File: src/rtl/fb_scanout.sv
`default_nettype none
// ============================================================================
//  Module   : fb_scanout
//  Purpose  : 640x480@60 VGA scan-out of a 160x120 framebuffer with 4x4 pixel
//             replication. Issues synchronous RAM reads one clock after the
//             counters and aligns color with sync through a 3-stage pipeline.
//  Revision : 1.0  initial release
// ============================================================================
module fb_scanout #(
    parameter int H_ACTIVE = 640,
    parameter int H_FP     = 16,
    parameter int H_SYNC   = 96,
    parameter int H_BP     = 48,
    parameter int V_ACTIVE = 480,
    parameter int V_FP     = 10,
    parameter int V_SYNC   = 2,
    parameter int V_BP     = 33,
    parameter int FB_W     = 160
) (
    input  logic        clk,
    input  logic        rst_n,
    output logic [14:0] rd_addr,
    output logic        rd_en,
    input  logic [11:0] rd_data,
    output logic [3:0]  vga_r,
    output logic [3:0]  vga_g,
    output logic [3:0]  vga_b,
    output logic        vga_hs,
    output logic        vga_vs,
    output logic        vblank,
    output logic        frame_start
);

    localparam logic [9:0]  C_H_ACT  = 10'(H_ACTIVE);
    localparam logic [9:0]  C_HS_BEG = 10'(H_ACTIVE + H_FP);
    localparam logic [9:0]  C_HS_END = 10'(H_ACTIVE + H_FP + H_SYNC);
    localparam logic [9:0]  C_H_LAST = 10'(H_ACTIVE + H_FP + H_SYNC + H_BP - 1);
    localparam logic [9:0]  C_V_ACT  = 10'(V_ACTIVE);
    localparam logic [9:0]  C_VS_BEG = 10'(V_ACTIVE + V_FP);
    localparam logic [9:0]  C_VS_END = 10'(V_ACTIVE + V_FP + V_SYNC);
    localparam logic [9:0]  C_V_LAST = 10'(V_ACTIVE + V_FP + V_SYNC + V_BP - 1);
    localparam logic [14:0] C_FB_W   = 15'(FB_W);

    // stage 0: raster counters
    logic [9:0]  r_h_cnt;
    logic [9:0]  r_v_cnt;

    // stage 1: fetch request and early timing flags
    logic [14:0] r_rd_addr;
    logic        r_rd_en;
    logic        r_vblank;
    logic        r_frame_start;
    logic        r_started;
    logic        r_act1;
    logic        r_hs1;
    logic        r_vs1;

    // stage 2: waits for RAM read latency
    logic        r_act2;
    logic        r_hs2;
    logic        r_vs2;

    // stage 3: output registers
    logic [11:0] r_rgb;
    logic        r_hs3;
    logic        r_vs3;

    logic        w_active;
    logic        w_hs_n;
    logic        w_vs_n;
    logic [7:0]  w_fb_x;
    logic [6:0]  w_fb_y;
    logic [14:0] w_addr;

    // Stage-0 decode: active window, sync windows and replicated fb address
    always_comb begin
        w_active = (r_h_cnt < C_H_ACT) && (r_v_cnt < C_V_ACT);
        w_hs_n   = !((r_h_cnt >= C_HS_BEG) && (r_h_cnt < C_HS_END));
        w_vs_n   = !((r_v_cnt >= C_VS_BEG) && (r_v_cnt < C_VS_END));
        w_fb_x   = r_h_cnt[9:2];
        w_fb_y   = r_v_cnt[8:2];
        w_addr   = ({8'd0, w_fb_y} * C_FB_W) + {7'd0, w_fb_x};
    end

    // Horizontal/vertical counters; v advances on the same edge h wraps
    always_ff @(posedge clk or negedge rst_n) begin
        if (!rst_n) begin
            r_h_cnt <= 10'd0;
            r_v_cnt <= 10'd0;
        end else if (r_h_cnt == C_H_LAST) begin
            r_h_cnt <= 10'd0;
            r_v_cnt <= (r_v_cnt == C_V_LAST) ? 10'd0 : r_v_cnt + 10'd1;
        end else begin
            r_h_cnt <= r_h_cnt + 10'd1;
        end
    end

    // Stage 1: RAM request (address held while blanking) plus frame flags
    always_ff @(posedge clk or negedge rst_n) begin
        if (!rst_n) begin
            r_rd_addr     <= 15'd0;
            r_rd_en       <= 1'b0;
            r_vblank      <= 1'b0;
            r_frame_start <= 1'b0;
            r_started     <= 1'b0;
            r_act1        <= 1'b0;
            r_hs1         <= 1'b1;
            r_vs1         <= 1'b1;
        end else begin
            if (w_active) begin
                r_rd_addr <= w_addr;
            end
            r_rd_en       <= w_active;
            r_vblank      <= (r_v_cnt >= C_V_ACT);
            // the (0,0) seen right after reset is not a new frame
            r_frame_start <= r_started && (r_h_cnt == 10'd0) && (r_v_cnt == 10'd0);
            r_started     <= 1'b1;
            r_act1        <= w_active;
            r_hs1         <= w_hs_n;
            r_vs1         <= w_vs_n;
        end
    end

    // Stage 2: delay flags while the RAM produces rd_data
    always_ff @(posedge clk or negedge rst_n) begin
        if (!rst_n) begin
            r_act2 <= 1'b0;
            r_hs2  <= 1'b1;
            r_vs2  <= 1'b1;
        end else begin
            r_act2 <= r_act1;
            r_hs2  <= r_hs1;
            r_vs2  <= r_vs1;
        end
    end

    // Stage 3: register color (black outside active video) aligned with sync
    always_ff @(posedge clk or negedge rst_n) begin
        if (!rst_n) begin
            r_rgb <= 12'h000;
            r_hs3 <= 1'b1;
            r_vs3 <= 1'b1;
        end else begin
            r_rgb <= r_act2 ? rd_data : 12'h000;
            r_hs3 <= r_hs2;
            r_vs3 <= r_vs2;
        end
    end

    assign rd_addr     = r_rd_addr;
    assign rd_en       = r_rd_en;
    assign vblank      = r_vblank;
    assign frame_start = r_frame_start;
    assign vga_r       = r_rgb[11:8];
    assign vga_g       = r_rgb[7:4];
    assign vga_b       = r_rgb[3:0];
    assign vga_hs      = r_hs3;
    assign vga_vs      = r_vs3;

endmodule
`default_nettype wire

File: config.mk
export PLATFORM = sky130hd
export DESIGN_NAME = fb_scanout
export DESIGN_NICKNAME = d
export VERILOG_FILES = /design/src/rtl/fb_scanout.sv
export SDC_FILE = /design/constraint.sdc
export NUM_CORES = 1
export LEC_CHECK = 0
export BUFFER_PORTS_ARGS = -buffer_cell sky130_fd_sc_hd__buf_2
export CORE_ASPECT_RATIO = 0.6
export CORE_MARGIN = 4
export CORE_UTILIZATION = 45
export CTS_CLUSTER_SIZE = 24
export DETAILED_ROUTE_END_ITERATION = 16
export HOLD_SLACK_MARGIN = 0.1
export PLACE_DENSITY = 0.64
export SLEW_MARGIN = 20
export SYNTH_ARGS = -nofsm -noshare
export SYNTH_HDL_FRONTEND = slang
export SYNTH_SLANG_ARGS = --single-unit
File: constraint.sdc
create_clock -name clk -period 7.36 [get_ports clk]
set_clock_uncertainty 0.05 [all_clocks]
set_input_delay 0.368 -clock clk [delete_from_list [all_inputs] [get_ports clk]]
set_output_delay 0.368 -clock clk [all_outputs]
set_load 0.02 [all_outputs]
Word level (Yosys, flattened, before mapping)
Cells that the tools add are included.
{"block": "totals", "regBits": 58, "input_bits": 14, "output_inout_bits": 32}
{"block": "classes", "addsub": 3, "multipliers": 1, "magnitude_cmp": 7, "n_eq_ne": 2, "muxes": 3, "n_reduce_logical": 9}
{"operator": "$add A10 B1 Y10 const B", "n": 2}
{"operator": "$eq A10 B10 Y1 const B", "n": 2}
{"operator": "$ge A10 B9 Y1 const B", "n": 2}
{"operator": "$logic_not A10 Y1", "n": 2}
{"operator": "$lt A10 B10 Y1 const B", "n": 2}
{"operator": "$lt A10 B9 Y1 const B", "n": 2}
{"operator": "$mux W10", "n": 2}
{"operator": "$add A15 B8 Y15", "n": 1}
{"operator": "$mux W12", "n": 1}
{"operator": "$ge A10 B10 Y1 const B", "n": 1}
{"operator": "$mul A7 B3 Y10 const B", "n": 1}
{"operator": "$logic_and A1 B1 Y1", "n": 5}
{"operator": "$logic_not A1 Y1", "n": 2}

Longest topological paths before layout
Gate-level depths: netlist of run 1.
{"block": "logic_depth", "ltp_word": 3, "ltp_mapped": 8, "ltp_nobuf": 8}

Worst setup path before layout of run 1
No wires, ideal clock.
{"block": "synth_timing", "path_kind": "flip-flop to flip-flop", "startpoint": "register r_v_cnt[5]", "endpoint": "register r_rd_addr[13] (netlist: rd_addr[13])", "setup_ns": 0.135, "t_arrival_ns": 2.305, "t_required_ns": 7.175, "path_slack_ns": 4.870, "stages_incl_launch_ff": 9, "n_path_buf": 0, "synth_period_minus_slack_ns": 2.490, "path_cell_list": "dfrtp_1 > ha_1 > ha_1 > fa_1 > xor2_1 > o2111ai_1 > nor4_1 > xnor2_1 > o21ai_0"}
{"block": "synth_via", "elab_chain_cells": 2}
{"element": "start: declaration", "line": "46", "text": "logic [9:0] r_v_cnt;"}
{"element": "start signal: assignment", "line": "92", "text": "r_v_cnt <= (r_v_cnt == C_V_LAST) ? 10'd0 : r_v_cnt + 10'd1;"}
{"element": "$mul A7 B3 Y10 / $lt A10 B9 Y1 (equally long branches)", "line": "82, 77"}
{"element": "$add A15 B8 Y15 / $logic_and A1 B1 Y1 (equally long branches)", "line": "82, 77"}
{"element": "end signal: assignment", "line": "111", "text": "r_rd_addr <= w_addr;"}
{"element": "end: declaration", "line": "49", "text": "logic [14:0] r_rd_addr;"}
Parallel ways exist; a longest one is shown, timed or not.
A chain may end at the register's enable or synchronous reset.

Worst setup path after layout of run 1
{"block": "layout_timing", "startpoint": "register r_v_cnt[3]", "endpoint": "register r_rd_addr[13] (netlist: rd_addr[13])"}
Same word-level chain as after synthesis.

==> results of run 1 <==
## stage by stage
stage / instances / hold slack [ns]
CTS: 396 / 0.132
finish: 396 / 0.119
detailed placement: 380 / 0.297
global route: 396 / 0.168
global placement: 380 / 0.296
floorplan: 263 / 0.0224
## power by group through the flow
| stage | Clock, mW | Sequential, mW | Combinational, mW |
|---|---|---|---|
| 5_1_grt | 0.353 | 0.323 | 0.0222 |
| 3_3_place_gp | 0 | 0.329 | 0.0200 |
| 6_report | 0.327 | 0.323 | 0.0194 |
| 2_1_floorplan | 0 | 0.334 | 0.00227 |
| 4_1_cts | 0.337 | 0.323 | 0.0202 |
| 3_5_place_dp | 0 | 0.329 | 0.0201 |
## worst max-delay path, cell delays in order, from the launching register on
cell and delay (ns):
dfrtp_1 0.50, ha_1 0.35, ha_1 0.23, fa_1 0.40
xor2_1 0.28, o2111ai_1 0.21, nor4_1 0.39, xnor2_1 0.15
o21ai_0 0.09
## placed cells by master, fill, tap and decap left out, types with 2 or more instances in the layout
cell / instances
o21ai_0: 19
clkbuf_8: 9
nor2b_1: 4
dfstp_2: 6
buf_2: 45
xor2_1: 10
inv_6: 2
nand3_1: 8
fa_1: 2
o22ai_1: 2
nor4_1: 5
a21o_1: 2
o21ba_2: 2
nand2_1: 35
and3_1: 4
dfrtp_1: 52
nand2b_1: 2
nor2_1: 15
nor3_1: 4
and2_1: 13
ha_1: 18
bufinv_16: 2
clkinvlp_4: 2
inv_1: 8
a31oi_1: 4
xnor2_1: 8
a21oi_1: 5
a211oi_1: 2
nand4_1: 6
## cell type report
type | instances | area share, %
Sequential cell | 58 | 44.1
Clock buffer | 9 | 3.75
Tap cell | 80 | 3.03
Clock inverter | 7 | 3.07
Multi-Input combinational cell | 187 | 37.9
Inverter | 9 | 1.02
Timing Repair Buffer | 46 | 7.04
## layer usage
metal,share of wire [%],wire length (um),track usage [%],vias up
li1,-,-,-,1009
met1,53,2880,24.0,908
met2,40,2160,20.7,46
met3,6.2,337,6.05,2
met4,0.44,24,5.60,0
met5,0,0,0,-
## worst max path at each step
| stage | slack (ns) | cells past startpoint | start | endpoint |
|---|---|---|---|---|
| 3_5_place_dp | 4.56 | 8 | r_v_cnt[3] | rd_addr[13] |
| 5_1_grt | 4.34 | 8 | r_v_cnt[3] | rd_addr[13] |
| 4_1_cts | 4.56 | 8 | r_v_cnt[3] | rd_addr[13] |
| 2_1_floorplan | 4.87 | 8 | r_v_cnt[5] | rd_addr[13] |
| 6_report | 4.57 | 8 | r_v_cnt[3] | rd_addr[13] |
| 3_3_place_gp | 4.65 | 8 | r_v_cnt[3] | rd_addr[13] |
## registers in the layout (all words and copies together) (netlist names), 10 cells and up
register and count:
rd_addr 15, r_h_cnt 10, r_rgb 12, r_v_cnt 10
## cell families (layout without fill, tap and decap cells)
logic type               Yosys count  count (layout)
XOR/XNOR                          18              18
multiplexers                       1               1
flip-flops                        58              58
buffers and inverters             18              71
other                              1               1
AO/OA/AOI/OAI                     42              42
adder cells (fa/ha/maj)           20              20
AND/OR/NAND/NOR                  105             105
==> flow_metrics.py, run 1 <==
metrics = {
    "yosys": {
        "netlist_area_sq_mm": 0.00279,
        "yosysWarningCount": 0,
        "synth_top_family_by_area": "simple AND/OR/NAND/NOR gates",
        "yosysMostFrequentCell": "dfrtp_1",
        "synthDistinctLibCells": 45,
        "synth-edff-count": 0,
        "synthSimpleGateAreaFrac_pct": 19.6,
        "yosys.area.top_type_share_pct": 46.7,
        "yosys-top-cells-count": "52 x dfrtp_1, 35 x nand2_1, 19 x o21ai_0",
        "synth-seq-cells": 58,
        "synthXorXnorAreaFrac_pct": 5.66,
        "synth_cells": 263,
        "synth_fa_ha_area_share_pct": 9.52,
        "yosysTopAreaCell": "dfrtp_1",
        "synthFlopType": "dfrtp_1",
        "synth_nets": 297,
        "ys_async_sr_fraction_pct": 100,
        "synthTopCellsByArea": "dfrtp_1 47%, ha_1 8.1%, dfstp_2 5.7%",
        "synth-compound-area-share_pct": 9.52,
        "avgSynthCellArea_sq_um": 10.6,
        "yosysSeqAreaShare_pct": 52.4,
        "synth_mux_area_share_pct": 0.539,
    },
    "global_route": {
        "overflow": 0,
        "grt_pass1_wl_um": 8950,
        "grt_max_degree": 59,
        "grt_pass1_vias": 1804,
        "antenna_found_initial": 0,
        "grt_use_total_pct": 16.0,
    },
    "floorplanning": {
        "die_y_um": 68.9,
        "initial_core_util_pct": 48.2,
        "num_rows": 21,
        "ioPinCount": 46,
        "die_area_sq_mm": 0.00755,
        "die_w_um": 110,
        "core_sq_mm": 0.00578,
    },
    "pwr": {
        "cellPowerDensity_mw_per_mm2": 203,
        "netSwitchingFraction_pct": 22.1,
        "power_switching_mw": 0.148,
        "power_frac_clock_pct": 48.9,
        "internal_power_mw": 0.522,
        "seq_power_share_pct": 48.2,
        "total_power_mw": 0.670,
        "p_leak_nw": 1.62,
        "power_frac_comb_pct": 2.9,
        "irDropWorstVdd_uv": 93.1,
    },
    "timing": {
        "finalCriticalPeriod_ns": 2.79,
        "tns_ns": 0,
        "rsz0062_at_grt": "false",
        "worst_slew_pin_slew_ns": 0.799,
        "drv_slew": 0,
        "setup_ws_ns": 4.57,
        "slew_headroom_pct": 46.6,
        "setup_viol": 0,
        "hold_violations": 0,
        "timing.fmax_mhz": 359,
        "period_share_pct": 37.9,
    },
    "cts": {
        "cts_hold_buffers": 0,
        "cts_made_buffers": 9,
        "cts_setup_buffers": 0,
        "cts_tree": "yes",
        "clk_pin_slew_ns": 0.07,
        "ctsHtreeMaxLevel": 3,
        "root_buffer": "clkbuf_8",
        "cts_resized": 0,
        "clock_latency_ns": 0.33,
        "clkSinkCount": 58,
        "clockBufferDepth": 2,
    },
    "cells_and_area": {
        "fill_cells": 500,
        "final_area_sq_mm": 0.00330,
        "regArea_sq_mm": 0.00146,
        "insertedDiodeCount": 0,
        "utilization_pct": 57.2,
        "fin_nets": 345,
        "multi_input_area_sq_mm": 0.00125,
        "drive_gt1_share_pct": 24.1,
        "syn2layout_area_growth_pct": 18.6,
    },
    "setup_path": {
        "worstPathArrival_ns": 2.92,
        "r2r-end": "rd_addr[13]",
        "path_class": "flop to flop",
        "crit_required_ns": 7.49,
        "cp_max_fo": 11,
        "cp-start-kind": "flop",
        "crit-reg2reg-launch": "r_v_cnt[3]",
        "end_kind": "flop",
        "rr_worst_depth": 8,
        "r2r_slack_ns": 4.57,
    },
    "placed_design": {
        "pre_cts_ws_ns": 4.56,
        "gp_congestion": 0.838,
        "hpwl_um": 4010,
        "io_buffer_count": 45,
        "postPlaceCellArea_sq_mm": 0.00308,
    },
    "job": {
        "cap_violations": 0,
    },
    "run_status": {
        "status": "finished clean",
    },
    "min_path": {
        "hp-class": "input port to async pin",
    },
    "routing": {
        "drtPass1Iterations": 4,
        "drt_iter0_drc": 130,
        "route.detailed.drc": 0,
        "antenna_left": 0,
        "routed_wl_um": 5400,
        "route.vias.total": 1965,
        "wl_per_cell_um": 13.6,
        "vias_per_cell": 4.96,
    },
}
No activity file was read; power rests on OpenSTA's default activity.
==> run 2, diff against run 1 <==
==> constraint.sdc (replaced) <==
create_clock -name clk -period 2.62 [get_ports clk]
set_clock_uncertainty 0.05 [all_clocks]
set_input_delay 0.131 -clock clk [delete_from_list [all_inputs] [get_ports clk]]
set_output_delay 0.131 -clock clk [all_outputs]
set_load 0.02 [all_outputs]
==> flow_metrics.py, run 2 (synthesis results as in run 1) <==
metrics = {
    "cells_and_area": {
        "layout_common_cells": "52 x dfrtp_1, 45 x buf_2, 35 x nand2_1",
        "drive_gt1_share_pct": 26.4,
        "fin_cells": 421,
        "insertedDiodeCount": 0,
        "fin_nets": 370,
        "final_area_sq_mm": 0.00349,
        "largest_reg_flops": 15,
        "syn2layout_area_growth_pct": 25.4,
        "final_common_cell": "dfrtp_1",
    },
    "routing": {
        "route.vias.total": 2101,
        "route.detailed.drc": 0,
        "antenna_left": 0,
        "drtPass1Iterations": 5,
        "drt_iter0_drc": 90,
        "wl_per_cell_um": 13.7,
        "vias_per_cell": 4.99,
        "routed_wl_um": 5750,
    },
    "setup_path": {
        "path_class": "flop to flop",
        "end_kind": "flop",
        "cpMostUsedCell": "ha_1",
        "cp-start-kind": "flop",
        "crit-reg2reg-launch": "r_v_cnt[3]",
        "worstPathArrival_ns": 2.65,
        "rr_worst_depth": 8,
        "crit_required_ns": 2.79,
        "crit_slowest_cell": "fa_1",
        "path_cells": "ha_1, ha_1, fa_1, xor2_2, o2111ai_1, nor4_1, xnor2_1, o21ai_0",
        "cp_slowest_stage_delay_ns": 0.43,
        "r2r-end": "rd_addr[13]",
        "cp_max_fo": 3,
        "r2r_slack_ns": 0.13,
    },
    "cts": {
        "clk_pin_slew_ns": 0.07,
        "cts_setup_buffers": 0,
        "clkSinkCount": 58,
        "cts_tree": "yes",
        "clock_latency_ns": 0.33,
        "ctsHtreeMaxLevel": 3,
        "cts_made_buffers": 9,
        "root_buffer": "clkbuf_8",
        "clockBufferDepth": 2,
    },
    "pwr": {
        "p_leak_nw": 1.72,
        "total_power_mw": 1.71,
        "irDropWorstVdd_uv": 256,
        "cellPowerDensity_mw_per_mm2": 488,
    },
    "min_path": {
        "hold_depth": 0,
        "worstHoldStart": "r_hs1",
        "holdPathEnd": "r_hs2",
        "hp-class": "flop to flop",
    },
    "placed_design": {
        "gp_congestion": 0.819,
        "postPlaceCellArea_sq_mm": 0.00317,
        "dpl.cell_count": 392,
        "hpwl_um": 4190,
        "io_buffer_count": 45,
    },
    "floorplanning": {
        "die_w_um": 110,
        "ioPinCount": 46,
        "core_sq_mm": 0.00578,
        "num_rows": 21,
        "die_area_sq_mm": 0.00755,
        "die_y_um": 68.9,
        "initial_core_util_pct": 48.2,
    },
    "global_route": {
        "grt_pass1_vias": 1971,
        "grt_max_degree": 59,
        "grt_pass1_wl_um": 9640,
        "grt_use_total_pct": 17.1,
        "overflow": 0,
        "antenna_found_initial": 0,
    },
    "timing": {
        "worst_slew_pin_slew_ns": 0.706,
        "hold_violations": 0,
        "period_share_pct": 94.9,
        "finalCriticalPeriod_ns": 2.49,
        "setup_viol": 0,
        "whs_ns": 0.308,
        "drv_slew": 0,
        "slew_headroom_pct": 52.9,
        "rsz0062_at_grt": "true",
        "tns_ns": 0,
        "timing.fmax_mhz": 402,
    },
    "run_status": {
        "status": "finished clean",
    },
    "job": {
        "cap_violations": 0,
    },
}
run 2: repair_timing:
action	CTS	global route
hold buffers	13	0
resized for setup	0	3
hold endpoints to repair	64	0
endpoints found under the setup margin	0	3
run 2: worst max-delay path by stage:
stage,startpoint,to,cells past startpoint,slack [ns]
after global routing,r_v_cnt[3],rd_addr[13],8,-0.01
after floorplan,r_v_cnt[5],rd_addr[13],8,0.13
final,r_v_cnt[3],rd_addr[13],8,0.13
after CTS,r_v_cnt[3],rd_addr[13],8,0.08
after detailed placement,r_v_cnt[3],rd_addr[13],8,0.07
after global placement,r_v_cnt[3],rd_addr[13],8,0.14
run 2: routing by layer:
metal	share of wire, %	wire [um]	track usage (%)	vias to the layer above
li1	-	-	-	1060
met1	51	2940	25.5	978
met2	40	2300	22.1	59
met3	8.1	466	6.88	4
met4	0.70	40	5.60	0
met5	0	0	0	-
run 2: worst max-delay path: cells and delay by family, from the launching register on:
family / cells / cell delay (ns)
adder cells (fa/ha/maj): 3 / 0.96
flip-flops: 1 / 0.38
XOR/XNOR: 2 / 0.38
AND/OR/NAND/NOR: 1 / 0.35
AO/OA/AOI/OAI: 2 / 0.26
run 2: final cells by class:
class | count | area, sq um
Fill cell | 503 | 2290
Sequential cell | 58 | 1460
Multi-Input combinational cell | 187 | 1270
Timing Repair Buffer | 71 | 453
Clock buffer | 10 | 138
Tap cell | 80 | 100
Clock inverter | 6 | 42.5
Inverter | 9 | 33.8
run 2: power by group:
group	leakage (nW)	switching, mW	internal (mW)
clock network	0.0882	0.361	0.367
logic	0.903	0.0383	0.0313
registers	0.724	0.00237	0.906
total	1.72	0.401	1.30
run 2: metrics by stage:
stage	setup slack (ns)	utilization, %
detailed placement	0.0749	54.8
global route	-0.0134	60.4
CTS	0.0767	60.2
global placement	0.142	54.8
finish	0.134	60.4
floorplan	0.130	-
==> run 3, diff against run 2 <==
--- a/config.mk
+++ b/config.mk
@@ -5,14 +5,16 @@
 export SDC_FILE = /design/constraint.sdc
 export NUM_CORES = 1
 export LEC_CHECK = 0
+export ABC_CLOCK_PERIOD_IN_PS = 2620
 export BUFFER_PORTS_ARGS = -buffer_cell sky130_fd_sc_hd__buf_2
+export CAP_MARGIN = 20
 export CORE_ASPECT_RATIO = 0.6
 export CORE_MARGIN = 4
-export CORE_UTILIZATION = 45
+export CORE_UTILIZATION = 56
 export CTS_CLUSTER_SIZE = 24
 export DETAILED_ROUTE_END_ITERATION = 16
 export HOLD_SLACK_MARGIN = 0.1
-export PLACE_DENSITY = 0.64
+export PLACE_DENSITY = 0.77
 export SLEW_MARGIN = 20
 export SYNTH_ARGS = -nofsm -noshare
 export SYNTH_HDL_FRONTEND = slang
==> flow_metrics.py, run 3 (synthesis results as in run 1) <==
metrics = {
    "run_status": {
        "status": "finished clean",
    },
    "floorplanning": {
        "core_sq_mm": 0.00468,
        "num_rows": 19,
        "die_w_um": 99.0,
        "initial_core_util_pct": 59.5,
        "die_area_sq_mm": 0.00620,
        "die_y_um": 62.6,
        "ioPinCount": 46,
    },
    "cts": {
        "cts_tree": "yes",
        "clk_pin_slew_ns": 0.07,
        "root_buffer": "clkbuf_8",
        "ctsHtreeMaxLevel": 3,
        "clockBufferDepth": 2,
        "cts_made_buffers": 9,
        "clock_latency_ns": 0.34,
        "clkSinkCount": 58,
    },
    "global_route": {
        "grt_pass1_vias": 2114,
        "antenna_found_initial": 0,
        "overflow": 0,
        "grt_pass1_wl_um": 10200,
        "grt_max_degree": 47,
        "grt_use_total_pct": 20.6,
    },
    "setup_path": {
        "crit_required_ns": 2.78,
        "cp_slowest_stage_delay_ns": 0.40,
        "cp_max_fo": 3,
        "path_cells": "ha_1, ha_1, fa_2, xor2_2, o2111ai_1, nor4_2, xnor2_1, o21ai_0",
        "path_class": "flop to flop",
        "crit_slowest_cell": "dfrtp_1",
        "cpMostUsedCell": "ha_1",
        "cp-start-kind": "flop",
        "end_kind": "flop",
        "worstPathArrival_ns": 2.66,
    },
    "cells_and_area": {
        "syn2layout_area_growth_pct": 27.7,
        "largest_reg_flops": 15,
        "fin_nets": 370,
        "final_common_cell": "dfrtp_1",
        "fin_cells": 404,
        "fill_cells": 293,
        "drive_gt1_share_pct": 27.3,
        "layout_common_cells": "52 x dfrtp_1, 44 x buf_2, 35 x nand2_1",
        "insertedDiodeCount": 0,
    },
    "pwr": {
        "p_leak_nw": 1.75,
        "irDropWorstVdd_uv": 593,
        "total_power_mw": 1.99,
        "cellPowerDensity_mw_per_mm2": 559,
    },
    "timing": {
        "slew_headroom_pct": 63.0,
        "hold_violations": 0,
        "setup_viol": 0,
        "whs_ns": 0.290,
        "worst_slew_pin_slew_ns": 0.555,
        "drv_slew": 0,
        "finalCriticalPeriod_ns": 2.50,
        "timing.fmax_mhz": 400,
        "period_share_pct": 95.4,
        "setup_ws_ns": 0.120,
    },
    "placed_design": {
        "pre_cts_ws_ns": 0.0748,
        "gp_congestion": 0.841,
        "io_buffer_count": 45,
        "hpwl_um": 3980,
        "dpl.cell_count": 375,
    },
    "routing": {
        "route.vias.total": 2172,
        "antenna_left": 0,
        "route.detailed.drc": 0,
        "vias_per_cell": 5.38,
        "drt_iter0_drc": 166,
        "drtPass1Iterations": 5,
        "routed_wl_um": 5790,
        "wl_per_cell_um": 14.3,
    },
    "job": {
        "cap_violations": 0,
    },
    "min_path": {
        "hp-class": "input port to async pin",
    },
}
run 3: cell type report:
| cell class | count | area (sq um) | share of cell area (%) |
|---|---|---|---|
| Clock buffer | 9 | 124 | 3.48 |
| Clock inverter | 7 | 125 | 3.52 |
| Timing Repair Buffer | 71 | 455 | 12.8 |
| Tap cell | 63 | 78.8 | 2.22 |
| Multi-Input combinational cell | 187 | 1280 | 36.0 |
| Inverter | 9 | 33.8 | 0.950 |
| Sequential cell | 58 | 1460 | 41.0 |
run 3: routing by layer:
metal / part of all wire, % / GRT usage, %
met1: 48 / 30.8
met2: 43 / 30.0
met3: 8.3 / 4.68
met4: 0.93 / 5.62
met5: 0 / 0
run 3: through the flow:
step           setup TNS, ns  util, %  cell area (sq um)
4_1_cts                    0     75.3               3530
3_5_place_dp               0     67.2               3150
2_1_floorplan              0        -               2790
6_report                   0     75.9               3560
5_1_grt              -0.0271     75.9               3560
3_3_place_gp               0     67.2               3150
run 3: timing repair:
action                                  4_1_cts  5_1_grt
resized for setup                             0        6
hold endpoints to repair                     50        0
hold buffers                                 13        0
buffers inserted                              0        0
endpoints found under the setup margin        0        3
run 3: worst paths after layout:
path                             from          end  slack [ns]  cells past startpoint
hold reg to reg                 r_hs1        r_hs2        0.30                      0
max in group asynchronous       rst_n   rd_addr[8]        1.71                      3
setup / recovery           r_v_cnt[3]  rd_addr[13]        0.12                      8
hold / removal                  rst_n   rd_addr[5]        0.29                      2
min in group clk                r_hs1        r_hs2        0.30                      0
setup reg to reg           r_v_cnt[3]  rd_addr[13]        0.12                      8
run 3: where the power goes:
group / leakage, nW / internal, mW / switching [mW] / total [mW]
Clock: 0.124 / 0.639 / 0.367 / 1.01
Combinational: 0.903 / 0.0328 / 0.0395 / 0.0722
Sequential: 0.724 / 0.906 / 0.00239 / 0.908
Total: 1.75 / 1.58 / 0.409 / 1.99
run 3: critical path, delay by kind of cell, from the launching register on:
family / cells / cell delay, ns
AND/OR/NAND/NOR: 1 / 0.32
AO/OA/AOI/OAI: 2 / 0.29
flip-flops: 1 / 0.40
XOR/XNOR: 2 / 0.37
adder cells (fa/ha/maj): 3 / 0.94
